===== config.mk =====
export PLATFORM = sky130hd
export DESIGN_NAME = seg7_bin2bcd_seq
export DESIGN_NICKNAME = d
export VERILOG_FILES = /design/src/rtl/seg7_pkg.sv /design/src/rtl/seg7_bcd_add3.sv /design/src/rtl/seg7_bin2bcd_seq.sv
export SDC_FILE = /design/constraint.sdc
export NUM_CORES = 1
export LEC_CHECK = 0
export ABC_CLOCK_PERIOD_IN_PS = 2200
export CORE_MARGIN = 2
export CORE_UTILIZATION = 45
export CTS_BUF_LIST = sky130_fd_sc_hd__clkbuf_2
export DETAILED_ROUTE_END_ITERATION = 16
export PLACE_DENSITY = 0.68
export SETUP_SLACK_MARGIN = 0.5
export SYNTH_ARGS = -nofsm -noshare
export SYNTH_HDL_FRONTEND = slang
export SYNTH_HIERARCHICAL = 1
export SYNTH_SLANG_ARGS = --single-unit

===== constraint.sdc =====
create_clock -name clk -period 2.2 [get_ports clk]
set_input_delay 0.33 -clock clk [delete_from_list [all_inputs] [get_ports clk]]
set_output_delay 0.33 -clock clk [all_outputs]
set_load 0.01 [all_outputs]

===== src/rtl/seg7_pkg.sv =====
`default_nettype none
// ============================================================================
// Module      : seg7_pkg
// Description : Shared types and constants for the 7-segment BCD front end.
// Revision    : 1.0 - initial release
// ============================================================================
package seg7_pkg;

    // Converter control states
    typedef enum logic [1:0] {
        IDLE  = 2'd0,
        SHIFT = 2'd1,
        DONE  = 2'd2
    } state_t;

    // Width of one BCD digit
    localparam int BCD_W = 4;

    // Nibbles at or above this value get +3 before the next shift
    localparam logic [BCD_W-1:0] ADD3_THRESH = 4'd5;

endpackage
`default_nettype wire


===== src/rtl/seg7_bcd_add3.sv =====
`default_nettype none
// ============================================================================
// Module      : seg7_bcd_add3
// Description : Combinational double-dabble nibble corrector (>=5 -> +3).
// Revision    : 1.0 - initial release
// ============================================================================
module seg7_bcd_add3
    import seg7_pkg::*;
(
    input  logic [BCD_W-1:0] i_nib,
    output logic [BCD_W-1:0] o_nib
);

    // Pre-correct so the following left shift carries cleanly into the next digit
    always_comb begin
        o_nib = (i_nib >= ADD3_THRESH) ? (i_nib + 4'd3) : i_nib;
    end

endmodule
`default_nettype wire


===== src/rtl/seg7_bin2bcd_seq.sv =====
`default_nettype none
// ============================================================================
// Module      : seg7_bin2bcd_seq
// Description : Sequential binary-to-BCD converter (shift-and-add-3) with
//               ready/valid input, held BCD result and leading-zero mask.
// Revision    : 1.0 - initial release
// ============================================================================
module seg7_bin2bcd_seq
    import seg7_pkg::*;
#(
    parameter int W_BIN    = 8,
    parameter int N_DIGITS = 3
) (
    input  logic                      clk,
    input  logic                      rst_n,
    input  logic                      in_valid,
    output logic                      in_ready,
    input  logic [W_BIN-1:0]          in_bin,
    output logic                      out_valid,
    output logic [BCD_W*N_DIGITS-1:0] out_bcd,
    output logic [N_DIGITS-1:0]       out_lz
);

    localparam int                  c_SCR_W  = BCD_W * N_DIGITS;
    localparam int                  c_CNT_W  = $clog2(W_BIN + 1);
    // Units digit is never blanked; all higher digits blank on a zero value
    localparam logic [N_DIGITS-1:0] c_LZ_RST = {N_DIGITS{1'b1}} << 1;

    // Refuse to build a converter that cannot hold the largest input value
    if ((64'd10 ** N_DIGITS) < (64'd1 << W_BIN)) begin : g_size_check
        $error("seg7_bin2bcd_seq: N_DIGITS too small for W_BIN");
    end

    state_t               r_state_q,     w_state_d;
    logic [W_BIN-1:0]     r_bin_q,       w_bin_d;
    logic [c_SCR_W-1:0]   r_scr_q,       w_scr_d;
    logic [c_CNT_W-1:0]   r_cnt_q,       w_cnt_d;
    logic [c_SCR_W-1:0]   r_out_bcd_q,   w_out_bcd_d;
    logic [N_DIGITS-1:0]  r_out_lz_q,    w_out_lz_d;
    logic                 r_out_valid_q, w_out_valid_d;

    logic [c_SCR_W-1:0]   w_corr;
    logic [c_SCR_W-1:0]   w_scr_shift;
    logic [W_BIN-1:0]     w_bin_shift;
    logic [N_DIGITS-1:0]  w_lz;
    // The top corrected bit always shifts out as zero for a legal sizing
    logic                 w_unused_top;

    // One add-3 corrector per scratch digit
    for (genvar gi = 0; gi < N_DIGITS; gi++) begin : g_add3
        seg7_bcd_add3 u_add3 (
            .i_nib (r_scr_q[gi*BCD_W +: BCD_W]),
            .o_nib (w_corr[gi*BCD_W +: BCD_W])
        );
    end

    assign w_scr_shift  = {w_corr[c_SCR_W-2:0], r_bin_q[W_BIN-1]};
    assign w_bin_shift  = {r_bin_q[W_BIN-2:0], 1'b0};
    assign w_unused_top = w_corr[c_SCR_W-1];

    // Digit i blanks when it and every digit above it are zero
    for (genvar gi = 0; gi < N_DIGITS; gi++) begin : g_lz
        if (gi == 0) begin : g_units
            assign w_lz[gi] = 1'b0;
        end else begin : g_upper
            assign w_lz[gi] = ~(|w_scr_shift[c_SCR_W-1 : gi*BCD_W]);
        end
    end

    assign in_ready  = (r_state_q == IDLE) && rst_n;
    assign out_valid = r_out_valid_q;
    assign out_bcd   = r_out_bcd_q;
    assign out_lz    = r_out_lz_q;

    // Next-state, datapath and result-register update
    always_comb begin
        w_state_d     = r_state_q;
        w_bin_d       = r_bin_q;
        w_scr_d       = r_scr_q;
        w_cnt_d       = r_cnt_q;
        w_out_bcd_d   = r_out_bcd_q;
        w_out_lz_d    = r_out_lz_q;
        w_out_valid_d = 1'b0;
        case (r_state_q)
            IDLE: begin
                if (in_valid) begin
                    w_bin_d   = in_bin;
                    w_scr_d   = '0;
                    w_cnt_d   = c_CNT_W'(W_BIN);
                    w_state_d = SHIFT;
                end
            end
            SHIFT: begin
                w_scr_d = w_scr_shift;
                w_bin_d = w_bin_shift;
                w_cnt_d = r_cnt_q - c_CNT_W'(1);
                if (r_cnt_q == c_CNT_W'(1)) begin
                    w_out_bcd_d   = w_scr_shift;
                    w_out_lz_d    = w_lz;
                    w_out_valid_d = 1'b1;
                    w_state_d     = DONE;
                end
            end
            DONE: begin
                w_state_d = IDLE;
            end
            default: begin
                w_state_d = IDLE;
            end
        endcase
    end

    // State and output registers with asynchronous active-low reset
    always_ff @(posedge clk or negedge rst_n) begin
        if (!rst_n) begin
            r_state_q     <= IDLE;
            r_bin_q       <= '0;
            r_scr_q       <= '0;
            r_cnt_q       <= '0;
            r_out_bcd_q   <= '0;
            r_out_lz_q    <= c_LZ_RST;
            r_out_valid_q <= 1'b0;
        end else begin
            r_state_q     <= w_state_d;
            r_bin_q       <= w_bin_d;
            r_scr_q       <= w_scr_d;
            r_cnt_q       <= w_cnt_d;
            r_out_bcd_q   <= w_out_bcd_d;
            r_out_lz_q    <= w_out_lz_d;
            r_out_valid_q <= w_out_valid_d;
        end
    end

endmodule
`default_nettype wire

# After elaboration in Yosys (flattened, before gate mapping)
# Index checks and enable logic that the tools add are counted.
# word_totals
register_bits	41
mem_bits_ro	0
ramBits	0
latchBits	0
output_inout_bits	17
input_bits	11
wordCells	42
mem_count	0
# classes
n_eq_ne	4
reduce_logical	8
n_div	0
n_shift	0
mux	14
mul	0
bitwise_logic	2
n_addsub	4
n_lt_le_gt_ge	3
# op_table
op	n
case mux 12 bit (2 select lines)	1
case mux 8 bit (2 select lines)	1
>= comparator 4 x 3 -> 1 bit, second input constant	3
two-way mux 12 bit	1
two-way mux 4 bit	3
adder 4 x 2 -> 4 bit, second input constant	2
two-way mux 8 bit	1
case mux 4 bit (2 select lines)	1
OR reduction 8 bit	1
AND reduction 2 bit	3
== test 4 x 1 -> 1 bit, second input constant	1
two-way mux 2 bit	2
!= test 2 bit, second input constant	2
case mux 2 bit (2 select lines)	1
OR reduction 4 bit	1
subtractor 4 x 1 -> 4 bit, second input constant	1
adder 3 x 2 -> 3 bit, second input constant	1
two-way mux 3 bit	1
== test 2 x 1 -> 1 bit, second input constant	1
logical NOT 2 bit	1
two-way mux 1 bit	2
inverter 1 bit	2
nonzero test 2 bit	1
logical AND 1 bit	1

# Logic depth before layout (Yosys ltp)
# Gate-level depths: netlist of run 1.
# logic_depth
depth_word	4
depth_mapped	8
ltp_nobuf	8

# Cells and area by module
# Netlist of run 1, hierarchy kept.
# by_module_without_submodules
module	seq_area_each_um2	cells_per_inst	instances	area_each_um2
seg7_bin2bcd_seq	1028.5	137	1	1754.2
seg7_bcd_add3	0.0	16	3	101.3

# Worst setup path after synthesis of run 1
# No wires, ideal clock.
# synth_timing
path_kind	register -> register
start	reg r_scr_q[8]
end	reg r_out_lz_q[1], in the netlist out_lz[1]
stages_incl_launch_ff	8
period_less_slack_ps	1852
setup_ps	59
t_arrival_ps	1793
required_time_ps	2141
path_buffers	0
setup_slack_ps	348
cell_sequence	dfrtp_1 -> ha_1 -> nand2b_1 -> a21oi_2 -> xnor2_1 -> or4_1 -> nor2_1 -> mux2_4
# synth_via
elab_chain_cells	4
word_cells_on_any_way	5
cone_classes	1 x add/sub; 1 x order compare; 1 x mux; 1 x bitwise; 1 x reduce/logical
# synth_lines
element	line	source
start, declared	seg7_bin2bcd_seq.sv:36	logic [c_SCR_W-1:0] r_scr_q, w_scr_d;
start signal, assigned	seg7_bin2bcd_seq.sv:126	r_scr_q <= w_scr_d;
>= comparator 4 x 3 -> 1 bit / adder 3 x 2 -> 3 bit (equally long branches)	seg7_bcd_add3.sv:16	o_nib = (i_nib >= ADD3_THRESH) ? (i_nib + 4'd3) : i_nib;
two-way mux 3 bit *	seg7_bcd_add3.sv:16	
via w_corr[8]	seg7_bin2bcd_seq.sv:42	logic [c_SCR_W-1:0] w_corr;
OR reduction 8 bit *	seg7_bin2bcd_seq.sv:66	assign w_lz[gi] = ~(|w_scr_shift[c_SCR_W-1 : gi*BCD_W]);
inverter 1 bit *	seg7_bin2bcd_seq.sv:66	
end signal, assigned	seg7_bin2bcd_seq.sv:121	r_out_lz_q <= c_LZ_RST;
end signal, assigned	seg7_bin2bcd_seq.sv:129	r_out_lz_q <= w_out_lz_d;
end, declared	seg7_bin2bcd_seq.sv:39	logic [N_DIGITS-1:0] r_out_lz_q, w_out_lz_d;
# Mark *: on every way through the listed nets, which the timed path passes. The rest lies on a longest branch.
# A chain may end at the register's enable or synchronous reset.

# Worst setup path in the final report of run 1
# layout_timing
start	reg r_scr_q[5]
end	reg r_out_lz_q[1], in the netlist out_lz[1]
# layout_via
elab_chain_cells	4
word_cells_on_any_way	5
cone_classes	1 x add/sub; 1 x order compare; 1 x mux; 1 x bitwise; 1 x reduce/logical
# layout_lines
element	line
adder 4 x 2 -> 4 bit / >= comparator 4 x 3 -> 1 bit (equally long branches)	seg7_bcd_add3.sv:16
two-way mux 4 bit *	seg7_bcd_add3.sv:16
via w_corr[5]	seg7_bin2bcd_seq.sv:42
OR reduction 8 bit *	seg7_bin2bcd_seq.sv:66
inverter 1 bit *	seg7_bin2bcd_seq.sv:66
# Marked as above.

==> Implementation_results.wiki, run 1 <==
{| class="wikitable"
! Metric !! Value
|-
| Result of the run || complete, no violations
|-
| Final setup slack of the worst path || between 0.3 and 0.4 ns
|-
| Count of synthesis-stage warnings from yosys || 6
|-
| Growth of design area from synthesis to finish || 30.69%
|-
| Layout cell share with drive strength beyond 1 || 0.3130
|-
| Remaining DRCs || 0
|-
| Type of element launching the critical path || flop
|-
| Worst setup path end || out_lz[1]$_DFFE_PN1P_
|-
| Final hold viol count || 0
|-
| R2R Path Start || r_scr_q[5]$_DFFE_PN0P_
|-
| Combinational power share || 0.576
|-
| Count of filler cells inserted in the layout || 352
|-
| Reported net switching power || 1.549 mW
|-
| Internal power of the cells || 2.427 mW
|-
| Worst Skew || 0.03539 ns
|-
| Clock-pin transition on the worst setup and hold timing paths || 0.23 ns
|-
| Share of total power in sequential cells || 0.344
|-
| Cell breakdown of the critical path || inv_2, ha_4, nand2b_4, a21oi_4, mux2i_2, or4_4, nor2_4, mux2_4
|-
| GPL Wtd Cong || 0.7968
|-
| Via count || 1523
|-
| Syn Area/Cell || about 11 um^2
|-
| CP delay by family, top || simple AND/OR/NAND/NOR gates
|-
| Critical path origin || r_scr_q[5]$_DFFE_PN0P_
|-
| Initial Util || 0.4681
|-
| Area taken by flip-flops and latches || 1031 um^2
|-
| Unrepaired setup endpoints after global routing || true
|-
| Clock H-tree levels || 2
|-
| Drt via density || 5.401
|-
| Worst slew margin relative to its limit || 0.6497
|-
| Number of diodes || 0
|-
| Worst IR Drop VDD || 0.6377 mV
|-
| CTS Root Cell || clkbuf_2
|-
| Global-route wire length before repair || roughly 7300 um
|-
| Switching portion of total power || 0.3896
|-
| Total global routing track utilization || 0.1848
|-
| Buffers on Ports || 26
|-
| Number of sinks handled by clock tree synthesis || 41
|-
| Number of nets still failing antenna checks after routing || 0
|-
| Die H || 71.30 um
|-
| Area of the mapped netlist || about 2000 um^2
|-
| Pre-antenna DRT Iters || 4
|-
| Final number of setup-violating endpoints || 0
|-
| Synthesized netlist cell count || 181
|-
| Max-slew violations || 0
|-
| Boundary Pins || 28
|-
| Vias in the first global route || ~1.6k
|-
| Post-DP HPWL || 2797 um
|-
| Critical Path End Type || flop
|-
| Standard-cell row count || 24
|-
| CTS tree || built
|-
| Final cell area excluding filler cells || 2664 um^2
|-
| Die Wd || roughly 70 um
|-
| Worst Tran Pin Value || approximately 0.53 ns
|-
| Logic depth of the worst register-to-register path || 8
|-
| Arrival time worst endpoint || 2.28 ns
|-
| Area after detailed placement || 2369 um^2
|-
| Layout Nets || ~250
|-
| Antenna violations before repair || 0
|-
| Drt first-iter violations || a little under 90
|-
| Critical-path top delay cell || or4_4
|-
| Capturing point of the worst reg2reg path || out_lz[1]$_DFFE_PN1P_
|-
| Global route total overflow || 0
|-
| Required time of the critical path || around 2.6 ns
|-
| Register-to-register setup slack || 0.31 ns
|-
| WP depth || 8
|-
| Relative contribution of the clock network to total power || 0.080
|-
| Average detailed-routed wire length per instance || 16.02 um
|-
| Max capacitance violation total || 0
|-
| Multi-input combinational cell area || slightly above 1000 um^2
|-
| Type of the tightest min-delay check || in2async
|-
| Full die area || about 5000 um^2
|-
| Number of buffers and inverters on the critical path || 1
|-
| Syn nets || 200
|-
| Maximum number of pins on one net before global-route repair || 42
|-
| Power per Cell Area || 1492 nW/um^2
|-
| Sum of routed wire length over all layers || between 4000 and 5000 um
|-
| Period Utilization, post-route || 0.8599
|-
| Total power || between 3 and 4 mW
|-
| Clk_lat worst skew || 0.41 ns
|-
| Setup Crit Path Kind || reg2reg
|-
| P_leak || ~1.4 nW
|-
| Crit-path max cell delay || 0.54 ns
|-
| Number of clock buffers inserted by TritonCTS || 5
|-
| Clock period minus final worst setup slack || 1.892 ns
|-
| Area of the core || 4354 um^2
|-
| Fmax achieved || 0.5286 GHz
|-
| Maximum buffer depth of the clock tree || 2
|-
| Summed negative setup slack over all endpoints || 0 ns
|-
| Final design utilization || 0.6118
|-
| Crit Path Max Fanout || 3
|-
| Placement-stage worst setup slack || 0.2621 ns
|}
## worst min-delay path by stage
stage	startpoint	to	slack [ns]	depth (start not counted)
4_1_cts	out_lz[2]$_DFFE_PN1P_	out_lz[2]$_DFFE_PN1P_	0.50	2
3_3_place_gp	out_lz[2]$_DFFE_PN1P_	out_lz[2]$_DFFE_PN1P_	0.46	2
3_5_place_dp	out_lz[2]$_DFFE_PN1P_	out_lz[2]$_DFFE_PN1P_	0.47	2
2_1_floorplan	rst_n	out_bcd[0]$_DFFE_PN0P_	0.03	0
6_report	rst_n	out_bcd[8]$_DFFE_PN0P_	0.50	3
5_1_grt	in_bin[0]	r_bin_q[0]$_DFFE_PN0P_	0.52	3
## state kept, by name, indices dropped and copies added (netlist names)
register	count
r_state_q	2
out_lz	2
out_valid	1
r_bin_q	8
r_cnt_q	4
r_scr_q	12
out_bcd	12
## layer usage
layer | up-vias | global-route usage | part of all wire
met5 | - | 0 | 0
met4 | 0 | 0.05241 | 0.0064
met3 | 4 | 0.04360 | 0.045
met2 | 40 | 0.3333 | 0.52
met1 | 756 | 0.2193 | 0.43
li1 | 723 | - | -
## layout make-up
class | instances | area share
clock buffers | 5 | 0.009394
clock inverters | 3 | 0.004697
inverters | 11 | 0.01550
multi-input cells | 121 | 0.3875
flip-flops and latches | 41 | 0.3870
well taps | 52 | 0.02442
repair buffers | 49 | 0.1714
## timing repair
item,4_1_cts,5_1_grt
pin swaps,8,5
setup endpoints to repair,7,17
hold buffers,1,0
hold endpoints to repair,10,0
gates resized for setup,23,21
setup buffers,10,6
## tightest hold or removal path, cell delays in order
cell           delay (ns)
buf_2                0.10
dlygate4sd3_1        0.54
buf_4                0.44
## power groups by stage
| stage | clock network [mW] | logic [mW] | registers (mW) |
|---|---|---|---|
| floorplan | 0 | 1.20 | 1.38 |
| global placement | 0 | 1.70 | 1.36 |
| detailed placement | 0 | 1.79 | 1.38 |
| CTS | 0.325 | 2.11 | 1.36 |
| global route | 0.361 | 2.48 | 1.41 |
| finish | 0.318 | 2.29 | 1.37 |
## layout by cell type (no fill, tap or decap), types with 2 or more instances in the layout
cell	n
nand2b_1	5
dlymetal6s2s_1	11
inv_2	4
clkinv_1	2
or4_4	2
a21oi_1	9
dfrtp_1	37
mux2i_2	2
xnor2_2	2
nor2_1	3
nor3b_2	2
ha_1	4
mux2_4	7
nor2b_1	8
buf_4	20
inv_1	7
nand2_1	16
ha_4	3
buf_6	2
mux2_2	6
clkdlybuf4s50_1	10
dlygate4sd2_1	3
mux2i_1	3
nand2b_4	2
dfstp_2	2
o21ai_0	12
dfrtp_2	2
a22oi_1	6
a21oi_4	2
a22o_1	13
clkbuf_2	6
o21ai_1	2
## metrics by stage
stage	cells	hold WS [ns]
after floorplan	181	0.03441
after global placement	257	0.4640
after detailed placement	257	0.4713
after CTS	276	0.4961
after global routing	282	0.5178
final	282	0.4964
No activity file was read; power rests on OpenSTA's default activity.
==> inputs of run 2 (changes only) <==
- CORE_UTILIZATION: 45 -> 50
- PLACE_DENSITY: 0.68 -> 0.74
- SYNTH_HIERARCHICAL: 1 -> not set
==> Implementation_results.wiki, run 2 <==
{| class="wikitable"
! Metric !! Value
|-
| Synth top area share || 0.4745
|-
| P_leak || 1.308 nW (was 1.395 nW)
|-
| Syn Area/Cell || 10.03 um^2 (was 11.26 um^2)
|-
| Antenna violations before repair || 1 (was 0)
|-
| CTS tree || built (unchanged)
|-
| Final cell area excluding filler cells || 2675 um^2 (was 2664 um^2)
|-
| Count of hold buffers inserted by post-cts repair || 0 (was 1)
|-
| Die H || 68.14 um (was 71.30 um)
|-
| Buffers on Ports || 26 (unchanged)
|-
| Most frequent cell after synthesis || dfrtp_1
|-
| Parity-gate share of the synthesized area counting xor and xnor cells || 0.01277
|-
| Switching portion of total power || 0.4093 (was 0.3896)
|-
| Most common cell after layout, fill and taps aside || dfrtp_1 (unchanged)
|-
| Sum of routed wire length over all layers || 4472 um (was 4517 um)
|-
| Unrepaired setup endpoints after global routing || true (unchanged)
|-
| Result of the run || complete, no violations (unchanged)
|-
| Post-synth top flop || dfrtp_1
|-
| Fmax achieved || 0.5637 GHz (was 0.5286 GHz)
|-
| Clock H-tree levels || 2 (unchanged)
|-
| Number of different library cells in the post-synthesis netlist || 34
|-
| Setup Crit Path Kind || reg2reg (unchanged)
|-
| Clk_lat worst skew || 0.41 ns (about the same)
|-
| Count of synthesis-stage warnings from yosys || 0 (was 6)
|-
| Number of clock buffers inserted by TritonCTS || 5 (unchanged)
|-
| Number of diodes || 0 (unchanged)
|-
| Combinational power share || 0.543 (was 0.576)
|-
| Share of synthesized registers carrying an async set or reset || 1.000
|-
| Count of filler cells inserted in the layout || 319 (was 352)
|-
| Initial Util || 0.5180 (was 0.4681)
|-
| Global-route wire length before repair || 7369 um (was 7320 um)
|-
| Clock-pin transition on the worst setup and hold timing paths || 0.20 ns (was 0.23 ns)
|-
| Relative contribution of the clock network to total power || 0.085 (was 0.080)
|-
| Period Utilization, post-route || 0.8063 (was 0.8599)
|-
| Drt via density || 5.398 (was 5.401)
|-
| Pre-antenna DRT Iters || 4 (unchanged)
|-
| Power per Cell Area || 1417 nW/um^2 (was 1492 nW/um^2)
|-
| Share of total power in sequential cells || 0.372 (was 0.344)
|-
| Number of nets still failing antenna checks after routing || 0 (unchanged)
|-
| Post-synthesis simple-gate area fraction || 0.1551
|-
| Arrival time worst endpoint || 2.11 ns (was 2.28 ns)
|-
| Syn nets || 224 (was 200)
|-
| Maximum buffer depth of the clock tree || 2 (unchanged)
|-
| Number of sinks handled by clock tree synthesis || 41 (unchanged)
|-
| Worst slew margin relative to its limit || 0.6564 (was 0.6497)
|-
| Max-slew violations || 0 (unchanged)
|-
| Synth area leader || dfrtp_1
|-
| Post-synth top cells || 39 x dfrtp_1, 27 x nand2_1, 18 x a21oi_1, 15 x o21ai_0, 11 x nor2b_1
|-
| Leading cell types by total area after synthesis || dfrtp_1 47%, nand2_1 4.9%, ha_1 4.9%
|-
| Boundary Pins || 28 (unchanged)
|-
| Dominant combinational cell family by area after synthesis || compound AO/OA/AOI/OAI gates
|-
| Worst Tran Pin Value || 0.5155 ns (was 0.5255 ns)
|-
| Multiplexer share of the synthesized area || 0.05292
|-
| Vias in the first global route || 1535 (was 1560)
|-
| Crit Path Max Fanout || 2 (was 3)
|-
| Worst Skew || 0.01021 ns (was 0.03539 ns)
|-
| Number of flops mapped to enable cells by yosys || 0
|-
| Clock period minus final worst setup slack || 1.774 ns (was 1.892 ns)
|-
| Maximum number of pins on one net before global-route repair || 42 (unchanged)
|-
| Global route total overflow || 0 (unchanged)
|-
| Reported net switching power || 1.552 mW (was 1.549 mW)
|-
| Remaining DRCs || 0 (unchanged)
|-
| Layout Nets || 272 (was 248)
|-
| Synthesized netlist cell count || 205 (was 181)
|-
| Final number of setup-violating endpoints || 0 (unchanged)
|-
| Average detailed-routed wire length per instance || 14.71 um (was 16.02 um)
|-
| Area after detailed placement || 2394 um^2 (was 2369 um^2)
|-
| Total global routing track utilization || 0.2177 (was 0.1848)
|-
| Type of element launching the critical path || flop (unchanged)
|-
| GPL Wtd Cong || 0.8169 (was 0.7968)
|-
| Area taken by flip-flops and latches || 1032 um^2 (was 1031 um^2)
|-
| Critical Path End Type || flop (unchanged)
|-
| Final hold viol count || 0 (unchanged)
|-
| CTS Root Cell || clkbuf_2 (unchanged)
|-
| Drt first-iter violations || 115 (was 88)
|-
| Required time of the critical path || 2.54 ns (was 2.59 ns)
|-
| Commonest non-fill, non-tap cells in the layout || 36 x dfrtp_1, 27 x nand2_1, 22 x buf_4, 15 x a21oi_1, 14 x o21ai_0 (was 37 x dfrtp_1, 20 x buf_4, 16 x nand2_1, 13 x a22o_1, 12 x o21ai_0)
|-
| Type of the tightest min-delay check || in2async (unchanged)
|-
| Crit-path max cell delay || 0.45 ns (was 0.54 ns)
|-
| Max capacitance violation total || 0 (unchanged)
|-
| Multi-input combinational cell area || 1055 um^2 (was 1032 um^2)
|-
| Internal power of the cells || 2.239 mW (was 2.427 mW)
|-
| Growth of design area from synthesis to finish || 30.05% (was 30.69%)
|-
| Sequential-to-total area share from yosys stat || 0.5000
|-
| Full die area || 4643 um^2 (was 5084 um^2)
|-
| Area of the mapped netlist || 2057 um^2 (was 2038 um^2)
|-
| Fraction of the mapped netlist area in compound gates || 0.1940
|-
| Cell breakdown of the critical path || inv_2, ha_4, or3b_4, a2111oi_4, o2111ai_2, o31ai_2 (was inv_2, ha_4, nand2b_4, a21oi_4, mux2i_2, or4_4, nor2_4, mux2_4)
|-
| Summed negative setup slack over all endpoints || 0 ns (unchanged)
|-
| Standard-cell row count || 23 (was 24)
|-
| Area of the core || 3971 um^2 (was 4354 um^2)
|-
| Critical-path top delay cell || dfrtp_1 (was or4_4)
|-
| Post-DP HPWL || 2849 um (was 2797 um)
|-
| Layout cell share with drive strength beyond 1 || 0.2480 (was 0.3130)
|-
| Die Wd || 68.14 um (was 71.30 um)
|-
| Synthesized flop and latch total || 41
|-
| Via count || 1641 (was 1523)
|-
| Worst IR Drop VDD || 0.6111 mV (was 0.6377 mV)
|-
| Fraction of the mapped netlist area in adder cells || 0.04866
|}
## run 2: kinds of logic (layout without fill, tap and decap cells)
| logic type | count (synthesis) | in the layout |
|---|---|---|
| other | 1 | 1 |
| xor gates and xnor gates | 3 | 3 |
| DFF | 41 | 41 |
| AOI/OAI and AO/OA | 62 | 62 |
| adders and majority gates | 8 | 8 |
| and+or+nand+nor | 62 | 62 |
| muxes | 10 | 10 |
| buffers and inverters | 18 | 67 |
## run 2: critical path: cells and delay by family, from the launching register on
kind                     cells  cell delay (ns)
adder cells (fa/ha/maj)      1             0.12
flip-flops                   1             0.45
AND/OR/NAND/NOR              1             0.39
buffers and inverters        1             0.08
AO/OA/AOI/OAI                3             0.67
## run 2: area by class of cell
type | count | share of cell area
Clock inverter | 2 | 0.003742
Sequential cell | 41 | 0.3859
Tap cell | 50 | 0.02339
Inverter | 10 | 0.01403
Multi-Input combinational cell | 146 | 0.3943
Timing Repair Buffer | 49 | 0.1674
Clock buffer | 6 | 0.01123
## run 2: through the flow
step / cells / power, mW / hold slack [ns] / worst slack, ns / utilization
after floorplan: 205 / 2.519 / 0.03441 / 0.5166 / -
after global placement: 280 / 3.091 / 0.4609 / 0.3053 / 0.6027
after detailed placement: 280 / 3.143 / 0.4698 / 0.3334 / 0.6027
after CTS: 296 / 3.624 / 0.009006 / 0.4737 / 0.6383
after global routing: 304 / 4.122 / 0.03508 / 0.3601 / 0.6736
final: 304 / 3.791 / 0.01132 / 0.4261 / 0.6736
## run 2: repair_timing
item,4_1_cts,5_1_grt
hold endpoints to repair,0,0
pin swaps,2,4
setup endpoints to repair,11,32
gates resized for setup,13,28
setup buffers,8,8
## run 2: path summary, 6_finish.rpt
path / start / endpoint / slack, ns / cells after the start
worst min-delay path: rst_n / out_bcd[2]$_DFFE_PN0P_ / 0.01 / 2
worst max register to register: r_cnt_q[1]$_DFFE_PN0P_ / out_lz[1]$_DFFE_PN1P_ / 0.43 / 6
min in group clk: out_lz[1]$_DFFE_PN1P_ / out_lz[1]$_DFFE_PN1P_ / 0.50 / 2
worst min register to register: out_lz[1]$_DFFE_PN1P_ / out_lz[1]$_DFFE_PN1P_ / 0.50 / 2
worst max-delay path: r_cnt_q[1]$_DFFE_PN0P_ / out_lz[1]$_DFFE_PN1P_ / 0.43 / 6
max in group asynchronous: rst_n / r_state_q[0]$_DFFE_PN0P_ / 1.81 / 2
## run 2: routing by layer
layer | vias to the layer above | GRT usage | share of wire
met2 | 30 | 0.3252 | 0.47
met1 | 788 | 0.2997 | 0.46
li1 | 811 | - | -
met5 | - | 0 | 0.0036
met4 | 2 | 0.08750 | 0.018
met3 | 10 | 0.05921 | 0.043
## run 2: power by group through the flow
| stage | sequential, mW | clock (mW) | combinational, mW |
|---|---|---|---|
| global placement | 1.42 | 0 | 1.67 |
| detailed placement | 1.44 | 0 | 1.70 |
| floorplan | 1.41 | 0 | 1.11 |
| finish | 1.41 | 0.322 | 2.06 |
| CTS | 1.38 | 0.336 | 1.90 |
| global route | 1.46 | 0.360 | 2.30 |
